==> src/rtl/free_list_arbiter_pkg.sv <==
// Shared types and width helpers for the free-list allocator.
package free_list_arbiter_pkg;

  typedef enum logic {
    ST_INIT = 1'b0,
    ST_RUN  = 1'b1
  } fl_state_e;

  // Bits needed to hold values 0..n-1 (minimum 1).
  function automatic int unsigned bits_for(input int unsigned n);
    int unsigned w;
    w = 1;
    while ((32'd1 << w) < n) w++;
    return w;
  endfunction

endpackage

==> src/rtl/free_list_arbiter_rr.sv <==
// Round-robin arbiter: one-hot grant, search starts after the last winner.
module rr_arbiter #(
  parameter int unsigned NUM_PORTS = 4
) (
  input  logic                 clk,
  input  logic                 rst_n,
  input  logic [NUM_PORTS-1:0] req,
  input  logic                 gnt_en,
  output logic [NUM_PORTS-1:0] gnt
);

  localparam int unsigned PW = (NUM_PORTS > 1) ? $clog2(NUM_PORTS) : 1;

  logic [PW-1:0] ptr_q, ptr_d;
  logic [PW-1:0] sel;
  logic          found;

  always_comb begin
    gnt   = '0;
    ptr_d = ptr_q;
    found = 1'b0;
    sel   = '0;
    if (gnt_en) begin
      for (int unsigned off = 1; off <= NUM_PORTS; off++) begin
        sel = PW'((32'(ptr_q) + off) % NUM_PORTS);
        if (!found && req[sel]) begin
          found    = 1'b1;
          gnt[sel] = 1'b1;
          ptr_d    = sel;
        end
      end
    end
  end

  always_ff @(posedge clk or negedge rst_n) begin
    if (!rst_n) ptr_q <= PW'(NUM_PORTS - 1);
    else        ptr_q <= ptr_d;
  end

endmodule

==> src/rtl/free_list_arbiter.sv <==
// Circular free list of addresses, loaded at reset, handed out to
// round-robin-arbitrated requesters and refilled by returns.
module free_list_arbiter
  import free_list_arbiter_pkg::*;
#(
  parameter  int unsigned NUM_PORTS = 4,
  parameter  int unsigned DEPTH     = 16,
  parameter  int unsigned INIT_VAL  = 0,
  // Address width covers INIT_VAL+DEPTH-1; equals $clog2(DEPTH) when INIT_VAL is 0.
  localparam int unsigned AW        = bits_for(INIT_VAL + DEPTH),
  localparam int unsigned CW        = bits_for(DEPTH + 1)
) (
  input  logic                 clk,
  input  logic                 reset,
  input  logic [NUM_PORTS-1:0] i__alloc_req,
  output logic [NUM_PORTS-1:0] o__alloc_gnt,
  output logic [AW-1:0]        o__alloc_addr,
  input  logic                 i__free_valid,
  input  logic [AW-1:0]        i__free_addr,
  output logic                 o__free_ready,
  output logic [CW-1:0]        o__free_count,
  output logic                 o__init_done
);

  localparam int unsigned PW = bits_for(DEPTH);

  fl_state_e     state_q, state_d;
  logic [PW-1:0] init_cnt_q, init_cnt_d;
  logic [PW-1:0] head_q, head_d;
  logic [PW-1:0] tail_q, tail_d;
  logic [CW-1:0] count_q, count_d;
  logic          init_done_q, init_done_d;

  logic [AW-1:0] mem_q [DEPTH];
  logic          wr_en;
  logic [PW-1:0] wr_idx;
  logic [AW-1:0] wr_data;

  logic          gnt_en;
  logic          pop;
  logic          push;

  function automatic logic [PW-1:0] next_slot(input logic [PW-1:0] p);
    return (p == PW'(DEPTH - 1)) ? '0 : p + 1'b1;
  endfunction

  assign gnt_en = (state_q == ST_RUN) && (count_q != '0);

  rr_arbiter #(.NUM_PORTS(NUM_PORTS)) u_rr (
    .clk    (clk),
    .rst_n  (reset),
    .req    (i__alloc_req),
    .gnt_en (gnt_en),
    .gnt    (o__alloc_gnt)
  );

  always_comb begin
    state_d       = state_q;
    init_cnt_d    = init_cnt_q;
    head_d        = head_q;
    tail_d        = tail_q;
    count_d       = count_q;
    init_done_d   = init_done_q;
    wr_en         = 1'b0;
    wr_idx        = tail_q;
    wr_data       = i__free_addr;
    o__free_ready = 1'b0;
    pop           = 1'b0;
    push          = 1'b0;
    case (state_q)
      ST_INIT: begin
        wr_en   = 1'b1;
        wr_idx  = init_cnt_q;
        wr_data = AW'(INIT_VAL + 32'(init_cnt_q));
        if (init_cnt_q == PW'(DEPTH - 1)) begin
          state_d = ST_RUN;
          count_d = CW'(DEPTH);
        end else begin
          init_cnt_d = init_cnt_q + 1'b1;
        end
      end
      ST_RUN: begin
        init_done_d   = 1'b1;
        o__free_ready = (count_q < CW'(DEPTH));
        pop           = |o__alloc_gnt;
        push          = i__free_valid && o__free_ready;
        if (push) begin
          wr_en  = 1'b1;
          tail_d = next_slot(tail_q);
        end
        if (pop) head_d = next_slot(head_q);
        count_d = count_q + CW'(push) - CW'(pop);
      end
      default: state_d = ST_INIT;
    endcase
  end

  always_ff @(posedge clk or negedge reset) begin
    if (!reset) begin
      state_q     <= ST_INIT;
      init_cnt_q  <= '0;
      head_q      <= '0;
      tail_q      <= '0;
      count_q     <= '0;
      init_done_q <= 1'b0;
    end else begin
      state_q     <= state_d;
      init_cnt_q  <= init_cnt_d;
      head_q      <= head_d;
      tail_q      <= tail_d;
      count_q     <= count_d;
      init_done_q <= init_done_d;
    end
  end

  always_ff @(posedge clk) begin
    if (wr_en) mem_q[wr_idx] <= wr_data;
  end

  assign o__alloc_addr = mem_q[head_q];
  assign o__free_count = count_q;
  assign o__init_done  = init_done_q;

endmodule

==> config.mk <==
export PLATFORM = sky130hd
export DESIGN_NAME = free_list_arbiter
export DESIGN_NICKNAME = d
export VERILOG_FILES = /design/src/rtl/free_list_arbiter_pkg.sv /design/src/rtl/free_list_arbiter_rr.sv /design/src/rtl/free_list_arbiter.sv
export SDC_FILE = /design/constraint.sdc
export NUM_CORES = 1
export LEC_CHECK = 0
export ABC_AREA = 1
export CELL_PAD_IN_SITES_DETAIL_PLACEMENT = 1
export CELL_PAD_IN_SITES_GLOBAL_PLACEMENT = 2
export CORE_ASPECT_RATIO = 0.7
export CORE_MARGIN = 1
export CORE_UTILIZATION = 30
export DETAILED_ROUTE_END_ITERATION = 10
export MAX_ROUTING_LAYER = met4
export PLACE_DENSITY = 0.75
export SYNTH_ARGS = -nofsm -noshare
export SYNTH_HDL_FRONTEND = slang
export SYNTH_SLANG_ARGS = --single-unit
==> constraint.sdc <==
create_clock -name clk -period 10.7 [get_ports clk]
set_clock_uncertainty 0.2 [all_clocks]
set_input_delay 2.14 -clock clk [delete_from_list [all_inputs] [get_ports clk]]
set_output_delay 2.14 -clock clk [all_outputs]
set_load 0.005 [all_outputs]
==> flow_metrics.env <==
export IMPL_grt_pass1_wl_um=17500
export IMPL_io_pins=26
export IMPL_post_cts_setup_buffers=0
export IMPL_finalSetupTns_ns=0
export IMPL_finalHoldViolations=0
export IMPL_synthDistinctLibCells=30
export IMPL_dr_pass1_iters=4
export IMPL_synth_cell_area_sq_mm=0.00423
export IMPL_worstPathMaxFanout=4
export IMPL_maxCapViolations=0
export IMPL_ys_ff_latch=85
export IMPL_detailedPlacementHpwl_um=7430
export IMPL_power_ir_vdd_worst_mv=0.107
export IMPL_reg_to_reg_start="u_rr.ptr_q[1]$_DFFE_PN1P_"
export IMPL_floorplan_initialDensity=0.315
export IMPL_cts_buffer_depth=2
export IMPL_post_synth_and_or_nand_nor_area_fraction=0.192
export IMPL_synth_top_family_by_area="simple AND/OR/NAND/NOR gates"
export IMPL_place_port_buffers=25
export IMPL_min_period_ns=6.40
export IMPL_clock_fmax_mhz=156
export IMPL_path_clk_slew_ns=0.06
export IMPL_rsz0062_at_grt="false"
export IMPL_antenna_diode_count=0
export IMPL_asyncSetResetFlopFracSynth=0.247
export IMPL_worst_setup_path_end_kind="output pin"
export IMPL_areaGrowthSynthToFinish_pct=17.9
export IMPL_finalWirelength_um=10600
export IMPL_placed_area_sq_mm=0.00470
export IMPL_synth_area_mux_share=0.00266
export IMPL_yosys_area_top_type="edfxtp_1"
export IMPL_power_static_leakage_uw=0.00202
export IMPL_synth_compound_gate_area_share=0.112
export IMPL_synth_largest_type_area_fraction=0.454
export IMPL_timing_critical_path_from_type="input port"
export IMPL_dr_vias=3177
export IMPL_synth_edf_count=64
export IMPL_clockRootBuffer="clkbuf_16"
export IMPL_syn_area_per_cell_sq_um=9.69
export IMPL_cts_hold_buffers_added=0
export IMPL_timing_final_setup_violations=0
export IMPL_final_layout_size_suffix_gt1_frac=0.0681
export IMPL_ys_top_cells_by_area="edfxtp_1 (45%), dfrtp_1 (11%), nand2_1 (6.7%)"
export IMPL_criticalPathCategory="input port to output pin"
export IMPL_regArea_sq_mm=0.00245
export IMPL_worst_pin_slew_ns=1.19
export IMPL_die_height_um=101
export IMPL_report_final_slew_viol_count=0
export IMPL_finish_instance_area_sq_mm=0.00499
export IMPL_routed_via_density=4.85
export IMPL_hold_path_class="flop to flop"
export IMPL_synthesis_nets=466
export IMPL_synth_adder_area_share=0.0550
export IMPL_tritoncts="yes"
export IMPL_grt_max_degree=36
export IMPL_grt_ovfl_total=0
export IMPL_synthesis_warning_total=0
export IMPL_whs_ns=0.265
export IMPL_required_time_of_the_worst_setup_path_ns=8.36
export IMPL_synth_top_cells_by_count="nand2_1 (76), nor2_1 (70), edfxtp_1 (64)"
export IMPL_min_delay_start="o__init_done$_DFFE_PN0P_"
export IMPL_htreeDepth=3
export IMPL_report_power_total_uw=1550
export IMPL_grt_pass1_vias=3234
export IMPL_design_final_nets=494
export IMPL_max_slew_margin=0.207
export IMPL_number_of_antenna_violations_at_the_first_check_in_global_routing=0
export IMPL_cts_bufs_inserted=9
export IMPL_synth_seq_area_share=0.579
export IMPL_synth_most_common_cell="nand2_1"
export IMPL_fillers=1517
export IMPL_cts_resized=0
export IMPL_placementRows=35
export IMPL_clock_latency_ns=0.33
export IMPL_cellPowerDensity_mw_per_mm2=311
export IMPL_synthesis_instances=437
export IMPL_synthXorXnorAreaFrac=0.0124
export IMPL_synth_flop_cell="edfxtp_1"
export IMPL_gpl_final_weighted_congestion=0.825
export IMPL_drcViolationCount=0
export IMPL_cp_startpoint="i__alloc_req[0]"
export IMPL_timing_critical_path_arrival_ns=4.06
export IMPL_multi_input_logic_area_sq_mm=0.00158
export IMPL_dieArea_sq_mm=0.0146
export IMPL_drt_wirelength_per_cell_um=16.1
export IMPL_grtUsageTotal=0.165
export IMPL_final_antenna_net_count=0
export IMPL_min_period_over_period=0.599
export IMPL_postLayoutCoreUtil=0.371
export IMPL_outcome="completed"
export IMPL_clock_sinks=85
export IMPL_initialDrtViolationCount=253
export IMPL_die_w_um=144
export IMPL_core_footprint_sq_mm=0.0134
-- layout by cell type (no fill, tap or decap), types with 3 or more instances in the layout --
master           netlist  routed
nand2_1               76      76
nor2_1                70      70
edfxtp_1              64      64
o21ai_0               53      53
inv_1                 40      40
nand3_1               29      29
clkdlybuf4s50_1        0      25
o22ai_1               20      20
dfrtp_1               19      19
ha_1                  17      17
clkbuf_16              0       9
xor2_1                 5       5
a21oi_1                4       4
buf_4                  0       4
nand3_2                3       3
nand2_4                3       3
o221ai_1               3       3
clkinv_4               0       3
-- power by group --
part / leakage, uW / switching [uW] / internal [uW] / total (uW)
clock network: 0.000142 / 126 / 181 / 307
logic: 0.00107 / 484 / 297 / 781
registers: 0.000807 / 54.3 / 410 / 465
-- cell families after synthesis --
family          after synthesis
simple gates                189
compound gates               85
flops                        85
buf+inv                      53
fa+ha+maj                    18
xor+xnor                      6
mux                           1
-- path summary, 6_finish.rpt --
kind                                                 to  slack [ns]  cells after the start
max                                     o__alloc_gnt[3]        4.30                     12
min in group asynchronous         tail_q[1]$_DFFE_PN0P_        2.23                      1
min                            o__init_done$_DFFE_PN0P_        0.26                      1
min reg2reg                    o__init_done$_DFFE_PN0P_        0.26                      1
max reg2reg                o__free_count[4]$_DFFE_PN0N_        6.61                     21
max in group asynchronous         head_q[3]$_DFFE_PN0P_        7.35                      1
-- flip-flops by register name, indices dropped and copies added, names as in the netlist --
name           cells
head_q             4
u_rr.ptr_q         2
tail_q             4
o__free_count      5
state_q            1
init_cnt_q         4
o__init_done       1
mem_q             64
-- critical path, stage by stage --
cell             delay (ns)
clkdlybuf4s50_1        0.51
inv_1                  0.07
nand2_1                0.06
nand3_1                0.09
nand2_1                0.17
nand3_2                0.12
inv_1                  0.11
nand2_1                0.06
nand3_1                0.10
nand2_1                0.07
inv_1                  0.08
clkdlybuf4s50_1        0.49
-- per-layer routing --
metal	vias up	global-route usage	routed length, um
li1	1555	-	-
met1	1575	0.230	5540
met2	39	0.249	4650
met3	8	0.0288	282
met4	0	0.0393	99
met5	-	-	0
-- cell type report --
| cell class | count | share of cell area |
|---|---|---|
| flip-flops and latches | 85 | 0.491 |
| multi-input cells | 299 | 0.317 |
| repair buffers | 29 | 0.0561 |
| well taps | 185 | 0.0464 |
| clock buffers | 10 | 0.0459 |
| inverters | 41 | 0.0313 |
| clock inverters | 6 | 0.0128 |
-- through the flow --
stage / worst slack [ns] / std cells
2_1_floorplan: 5.44 / 437
3_3_place_gp: 4.34 / 639
3_5_place_dp: 4.29 / 639
4_1_cts: 4.29 / 655
5_1_grt: 4.14 / 655
6_report: 4.30 / 655
Note: power is estimated with default switching activity, not from simulation.
